File: config.mk
export PLATFORM = sky130hd
export DESIGN_NAME = state_history_logger
export DESIGN_NICKNAME = d
export VERILOG_FILES = /design/src/rtl/state_history_logger.sv
export SDC_FILE = /design/constraint.sdc
export NUM_CORES = 1
export LEC_CHECK = 0
export CAP_MARGIN = 0
export CORE_UTILIZATION = 25
export DETAILED_ROUTE_END_ITERATION = 7
export GPL_ROUTABILITY_DRIVEN = 0
export HOLD_SLACK_MARGIN = 0.12
export PLACE_DENSITY = 0.52
export SLEW_MARGIN = 20
export SYNTH_ARGS = -nofsm -noshare
export SYNTH_HDL_FRONTEND = slang
export SYNTH_SLANG_ARGS = --single-unit
export TNS_END_PERCENT = 5
File: constraint.sdc
create_clock -name iClk -period 3.5 [get_ports iClk]
set_input_delay 0.7 -clock iClk [delete_from_list [all_inputs] [get_ports iClk]]
set_output_delay 0.7 -clock iClk [all_outputs]
set_load 0.02 [all_outputs]
File: src/rtl/state_history_logger.sv
// rtl/state_history_logger.sv - debug state history logger with registered indexed read port
// Optional feature macro: STATE_HIST_TIMESTAMP_EN (per-entry free-running timestamp).
module state_history_logger #(
  parameter int BITS    = 8,
  parameter int DEPTH   = 4,
  parameter int TS_BITS = 16,
  localparam int IDXW   = $clog2(DEPTH),
  localparam int CNTW   = $clog2(DEPTH + 1)
) (
  input  logic               iClk,
  input  logic               iRst_n,
  input  logic               iClear,
  input  logic [BITS-1:0]    iDbgSt,
  input  logic               iFreeze,
  input  logic [IDXW-1:0]    iRdIdx,
  output logic [BITS-1:0]    current_state,
  output logic [BITS-1:0]    oRdData,
  output logic [TS_BITS-1:0] oRdTs,
  output logic               oRdValid,
  output logic [CNTW-1:0]    oCount,
  output logic               ochange,
  output logic               oOverflow,
  output logic               oFrozen
);

  typedef enum logic [1:0] {LOAD, RUN, FROZEN} state_t;

  localparam logic [CNTW-1:0] CNT_MAX = CNTW'(DEPTH);

  state_t          state;
  logic [BITS-1:0] hist [DEPTH];
  logic            logging;
  logic            idx_in_range;

  // A new entry is pushed only while running, not clearing, and the bus moved.
  assign logging      = (state == RUN) && !iClear && (iDbgSt != current_state);
  assign idx_in_range = 32'(iRdIdx) < 32'(DEPTH);

  // Control FSM with registered status outputs; clear overrides freeze and change.
  always_ff @(posedge iClk or negedge iRst_n) begin
    if (!iRst_n) begin
      state         <= LOAD;
      current_state <= '0;
      oCount        <= '0;
      ochange       <= 1'b0;
      oOverflow     <= 1'b0;
      oFrozen       <= 1'b0;
    end else begin
      if (state == LOAD) begin
        current_state <= iDbgSt;
      end
      if (iClear) begin
        state     <= LOAD;
        oCount    <= '0;
        ochange   <= 1'b0;
        oOverflow <= 1'b0;
        oFrozen   <= 1'b0;
      end else begin
        case (state)
          LOAD: state <= RUN;
          RUN: begin
            if (iDbgSt != current_state) begin
              current_state <= iDbgSt;
              ochange       <= 1'b1;
              if (oCount == CNT_MAX) begin
                oOverflow <= 1'b1;
              end else begin
                oCount <= oCount + CNTW'(1);
              end
            end
            if (iFreeze) begin
              state   <= FROZEN;
              oFrozen <= 1'b1;
            end
          end
          FROZEN: state <= FROZEN;
          default: state <= LOAD;
        endcase
      end
    end
  end

  // History shift register, newest previous state at index 0.
  always_ff @(posedge iClk or negedge iRst_n) begin
    if (!iRst_n) begin
      for (int k = 0; k < DEPTH; k++) hist[k] <= '0;
    end else if (iClear) begin
      for (int k = 0; k < DEPTH; k++) hist[k] <= '0;
    end else if (logging) begin
      hist[0] <= current_state;
      for (int k = 1; k < DEPTH; k++) hist[k] <= hist[k-1];
    end
  end

  // Registered read port; samples pre-shift content, out-of-range index reads zero.
  always_ff @(posedge iClk or negedge iRst_n) begin
    if (!iRst_n) begin
      oRdData  <= '0;
      oRdValid <= 1'b0;
    end else begin
      oRdData  <= idx_in_range ? hist[iRdIdx] : '0;
      oRdValid <= 32'(iRdIdx) < 32'(oCount);
    end
  end

`ifdef STATE_HIST_TIMESTAMP_EN
  logic [TS_BITS-1:0] ts_cnt;
  logic [TS_BITS-1:0] hist_ts [DEPTH];

  // Free-running timestamp; wraps naturally, cleared by iClear, paused while frozen.
  always_ff @(posedge iClk or negedge iRst_n) begin
    if (!iRst_n) begin
      ts_cnt <= '0;
    end else if (iClear) begin
      ts_cnt <= '0;
    end else if (state != FROZEN) begin
      ts_cnt <= ts_cnt + TS_BITS'(1);
    end
  end

  // Timestamp history shifts in lockstep with the state history.
  always_ff @(posedge iClk or negedge iRst_n) begin
    if (!iRst_n) begin
      for (int k = 0; k < DEPTH; k++) hist_ts[k] <= '0;
    end else if (iClear) begin
      for (int k = 0; k < DEPTH; k++) hist_ts[k] <= '0;
    end else if (logging) begin
      hist_ts[0] <= ts_cnt;
      for (int k = 1; k < DEPTH; k++) hist_ts[k] <= hist_ts[k-1];
    end
  end

  // Timestamp read with the same one-cycle latency as the data.
  always_ff @(posedge iClk or negedge iRst_n) begin
    if (!iRst_n) begin
      oRdTs <= '0;
    end else begin
      oRdTs <= idx_in_range ? hist_ts[iRdIdx] : '0;
    end
  end
`else
  assign oRdTs = '0;
`endif

endmodule

Word level (Yosys, flattened, before mapping) --
Index checks and enable logic that the tools add are counted.
Storage, ports and cells: bits in registers 57, logic and storage cells 61
Cells by class: add/subtract/negate cells 1, order comparisons 2, equality and inequality tests 6, multiplexer cells 26, bitwise operators 1, reductions and logical operators 13
Operators by type and width (count):
- $mux 32 | 2
- $mux 8 | 6
- $bmux 8 s2 | 1
- $mux 3 | 4
- $mux 1 | 10
- $reduce_bool 2->1 | 5
- $ne 8x8->1 | 1
- $pmux 2 s3 | 1
- $reduce_and 3->1 | 2
- $mux 2 | 2
- $reduce_and 2->1 | 2
- $add 3x1->3 const B | 1
- $eq 3x3->1 const B | 1
- $ge 3x3->1 const B | 1
- $lt 2x3->1 | 1
- $ne 3x3->1 const B | 1
- $not 2->3 | 1
- $eq 2x1->1 const B | 1
- $eq 2x2->1 const B | 1
- $logic_and 1x1->1 | 2
- $logic_not 2->1 | 1
- $ne 2x2->1 const B | 1
- $logic_not 1->1 | 1

Logic depth before layout (Yosys ltp) --
depth in word-level cells 5, gate-level depth with buffers 5, depth with buffers taken out 5

Worst setup path before layout --
No wires, ideal clock.
path kind input port to flip-flop, from in iDbgSt[1], to reg oCount[0], setup time 0.125 ns, arrival 1.718 ns, required time 3.375 ns, setup slack 1.657 ns, stages 5, buffers on the path 1, cell sequence xnor2_1 > nand4_2 > buf_6 > o211a_4 > mux2_4
On the way: word-level cells in the longest chain between the ends 3
RTL lines:
- start, declared | RTL line 13 | input logic [BITS-1:0] iDbgSt,
- $ne 8x8->1 | RTL line 62 | if (iDbgSt != current_state) begin
- $reduce_bool 2->1 (no source line)
- $reduce_and 3->1 (no source line)
- end signal, assigned | RTL line 68 | oCount <= oCount + CNTW'(1);
- end, declared | RTL line 20 | output logic [CNTW-1:0] oCount,
No other way between the ends. A chain may end at the register's enable or synchronous reset.

Worst setup path after layout --
from in iDbgSt[7], to reg hist[25] (netlist name)
On the way: word-level cells in the longest chain between the ends 3
RTL lines:
- $ne 8x8->1 | RTL line 36 | assign logging = (state == RUN) && !iClear && (iDbgSt != current_state);
- $logic_and 1x1->1 | RTL line 36
- $reduce_bool 2->1 (no source line)
- end, declared | RTL line 31 | logic [BITS-1:0] hist [DEPTH];
No other way between the ends.

==> run summary <==
## Finish
* sequential cell area: 1430 µm²
* Filler Cells Inserted: 1198
* fin cells: 427
* P&R area growth vs syn: 23.9%
* layout cells sized above 1: 0.134
* nets@finish: 299
* final antenna diode count: 0
* share of the core filled with cells: 0.318
* multi-input gate area in the final layout: 1270 µm²

## Die
* standard-cell rows: 39
* chip width: 110 µm
* overall die height: 110 µm
* area enclosed by the die boundary: 12200 µm²
* Floorplan Core Area: 11400 µm²
* initial core utilization: 0.257
* I/O pins: 53

## Routing
* Iteration-0 DRC Markers: 133
* met3 wire length: 275 µm
* via density per instance: 4.58
* Detail Route Antenna Nets: 0
* Via Count: 1955
* uppermost metal layer occupied by signal nets: met4
* met1 WL: 3050 µm
* average wire length per cell after detail routing: 14.2 µm
* First-pass DRT Iterations: 4
* detailed route wirelength on metal2: 2620 µm
* Final Routed Wirelength: 6070 µm
* total DRC errors in the routed layout: 0

## Clocking
* level count of the clock H-tree: 3
* PostCTS Resize Cnt: 0
* CTS hold repair buffers: 0
* Num CTS Buffers: 9
* Worst-Skew Late Latency: 320 ps
* CTS tree: done
* number of buffers on the longest clock path: 2
* TritonCTS Sinks: 57
* register clock-pin slew on the reported worst setup and hold paths: 50 ps
* clk root buf: sky130_fd_sc_hd__clkbuf_16
* buffers inserted by post-CTS timing repair: 0

## Timing
* Setup TNS Final: 0 ps
* total of endpoints with negative setup slack in the final report: 0
* Hold Violations, Final: 0
* maximum frequency from static timing analysis: 0.420 GHz
* final clock period utilization by the worst path: 0.680
* Min Hold Slack: 474 ps
* transition time at the pin with the least slew margin: 825 ps
* crit path time final: 2380 ps
* clock skew after layout: 7.06 ps
* setup repair after global routing missed its margin: false
* number of max-slew violations in the final report: 0
* max_slew headroom: 0.450

## Synthesis
* area share of the leading cell type in the synthesized netlist: 0.486
* Post-synth EDFFs: 0
* most numerous cell types in the synthesized netlist: sky130_fd_sc_hd__dfrtp_1 (57), sky130_fd_sc_hd__nor2b_1 (34), sky130_fd_sc_hd__a22o_1 (31), sky130_fd_sc_hd__buf_4 (17), sky130_fd_sc_hd__inv_1 (16)
* mean instance size in the synthesized netlist: 11.9 µm²
* number of unique standard cell types used by synthesis: 31
* number of instances in the synthesized netlist: 246
* share of flip-flops with an asynchronous set or reset after synthesis: 1.00
* cell types with the largest area share after synthesis: sky130_fd_sc_hd__dfrtp_1 (49%), sky130_fd_sc_hd__a22o_1 (9.3%), sky130_fd_sc_hd__nor2b_1 (7.3%)
* number of storage elements in the synthesis netlist: 57
* cell with the most instances after synthesis: sky130_fd_sc_hd__dfrtp_1
* largest area contributor in the synthesized netlist: sky130_fd_sc_hd__dfrtp_1
* synthesized cell area: 2930 µm²
* Seq/Total Area, Yosys: 0.486
* Synth Warn #: 0
* main flop type after synthesis: sky130_fd_sc_hd__dfrtp_1

## Worst setup path
* WS Path Type: in -> reg
* critical path arrival: 2590 ps
* CP Max Fanout: 40
* sort of element at the start of the critical path: primary input
* crit end category: flop
* CP Data Required Time: 3710 ps

## Power
* power density of the placed cells: 733 nW/µm²
* Peak supply drop: 316 µV
* Pleak: 1.60 nW

## Global routing
* via count of the first global-routing pass: 1931
* GRT Residual Overflow: 0
* maximum number of pins on one net before global-route repair: 42
* wire length of the first global-routing pass: 10300 µm
* Tot GR Track Use: 0.113
* initial antenna violation count: 0

## Worst hold path
* classification of the worst-slack hold path: in -> async

## Place
* detailed-placement wirelength estimate: 3920 µm
* placed instance count: 411
* Port Buffers: 36

## Run
* max-cap violation count: 0

## Status
* outcome: completed

==> layout make-up <==
| cell class | instances | share of cell area |
|---|---|---|
| inverter | 16 | 0.0165 |
| timing repair buffer | 41 | 0.108 |
| clock inverter | 2 | 0.00964 |
| sequential | 57 | 0.392 |
| tap | 143 | 0.0492 |
| clock buffer | 14 | 0.0754 |
| multi-input combinational | 154 | 0.349 |
==> cell families (layout without fill, tap and decap cells) <==
family / count (synthesis) / in the layout / synth area share
AO/OA/AOI/OAI: 58 / 58 / 0.181
XOR/XNOR: 8 / 8 / 0.0239
adder cells (fa/ha/maj): 6 / 6 / 0.0256
buffers and inverters: 50 / 73 / 0.101
flip-flops: 57 / 57 / 0.486
multiplexers: 13 / 13 / 0.0806
other: 1 / 16 / 0.00128
AND/OR/NAND/NOR: 53 / 53 / 0.101
==> stage by stage <==
step / power, mW / setup slack (ps) / instance area [µm²]
floorplan: 1.51 / 1660 / 2990
global placement: 1.77 / 821 / 3330
detailed placement: 1.78 / 819 / 3330
CTS: 2.70 / 1150 / 3630
global route: 2.83 / 968 / 3630
finish: 2.66 / 1120 / 3630
==> critical path, cell delays in order <==
cell and delay [ps]:
sky130_fd_sc_hd__clkdlybuf4s50_1 460, sky130_fd_sc_hd__xnor2_1 240, sky130_fd_sc_hd__nand4_2 330, sky130_fd_sc_hd__o211a_4 530, sky130_fd_sc_hd__a22o_2 310
==> worst paths after layout <==
check / start / end / slack [ps] / depth (start not counted)
setup / recovery: iDbgSt[7] / hist[25] / 1120 / 5
hold / removal: iRst_n / hist[4] / 470 / 1
setup reg to reg: current_state[7] / hist[25] / 1510 / 4
hold reg to reg: oOverflow / oOverflow / 510 / 2
max in group asynchronous: iRst_n / state[0] / 2340 / 2
min in group iClk: oOverflow / oOverflow / 510 / 2
==> where the power goes <==
part	switching, mW	internal, mW	total (mW)
clock	0.291	0.608	0.899
combinational	0.482	0.376	0.858
sequential	0.125	0.783	0.908
==> registers in the layout (all words and copies together), names as in the netlist <==
name           cells
current_state      8
hist              32
oCount             3
oFrozen            1
oOverflow          1
oRdData            8
oRdValid           1
ochange            1
state              2
==> metal layers <==
metal  GRT usage  vias up
met5           0        -
met4      0.0592        0
met3      0.0306       11
met2       0.158       51
met1       0.159      984
li1            -      909
==> cells in the final DEF (no fill, tap or decap), drive strengths merged <==
cell type,instances
o2111ai,8
nor2b,34
a22o,32
o21ai,2
nor2,5
inv,16
nand2,12
o311ai,8
mux2i,3
mux2,2
clkinv,1
ha,6
o31ai,1
clkdlybuf4s50,35
o211a,2
a21o,1
mux4,8
bufinv,1
conb,16
xnor2,8
nand4,2
o211ai,1
a21oi,3
dfrtp,57
buf,6
clkbuf,14
(Power assumes the default switching activity.)
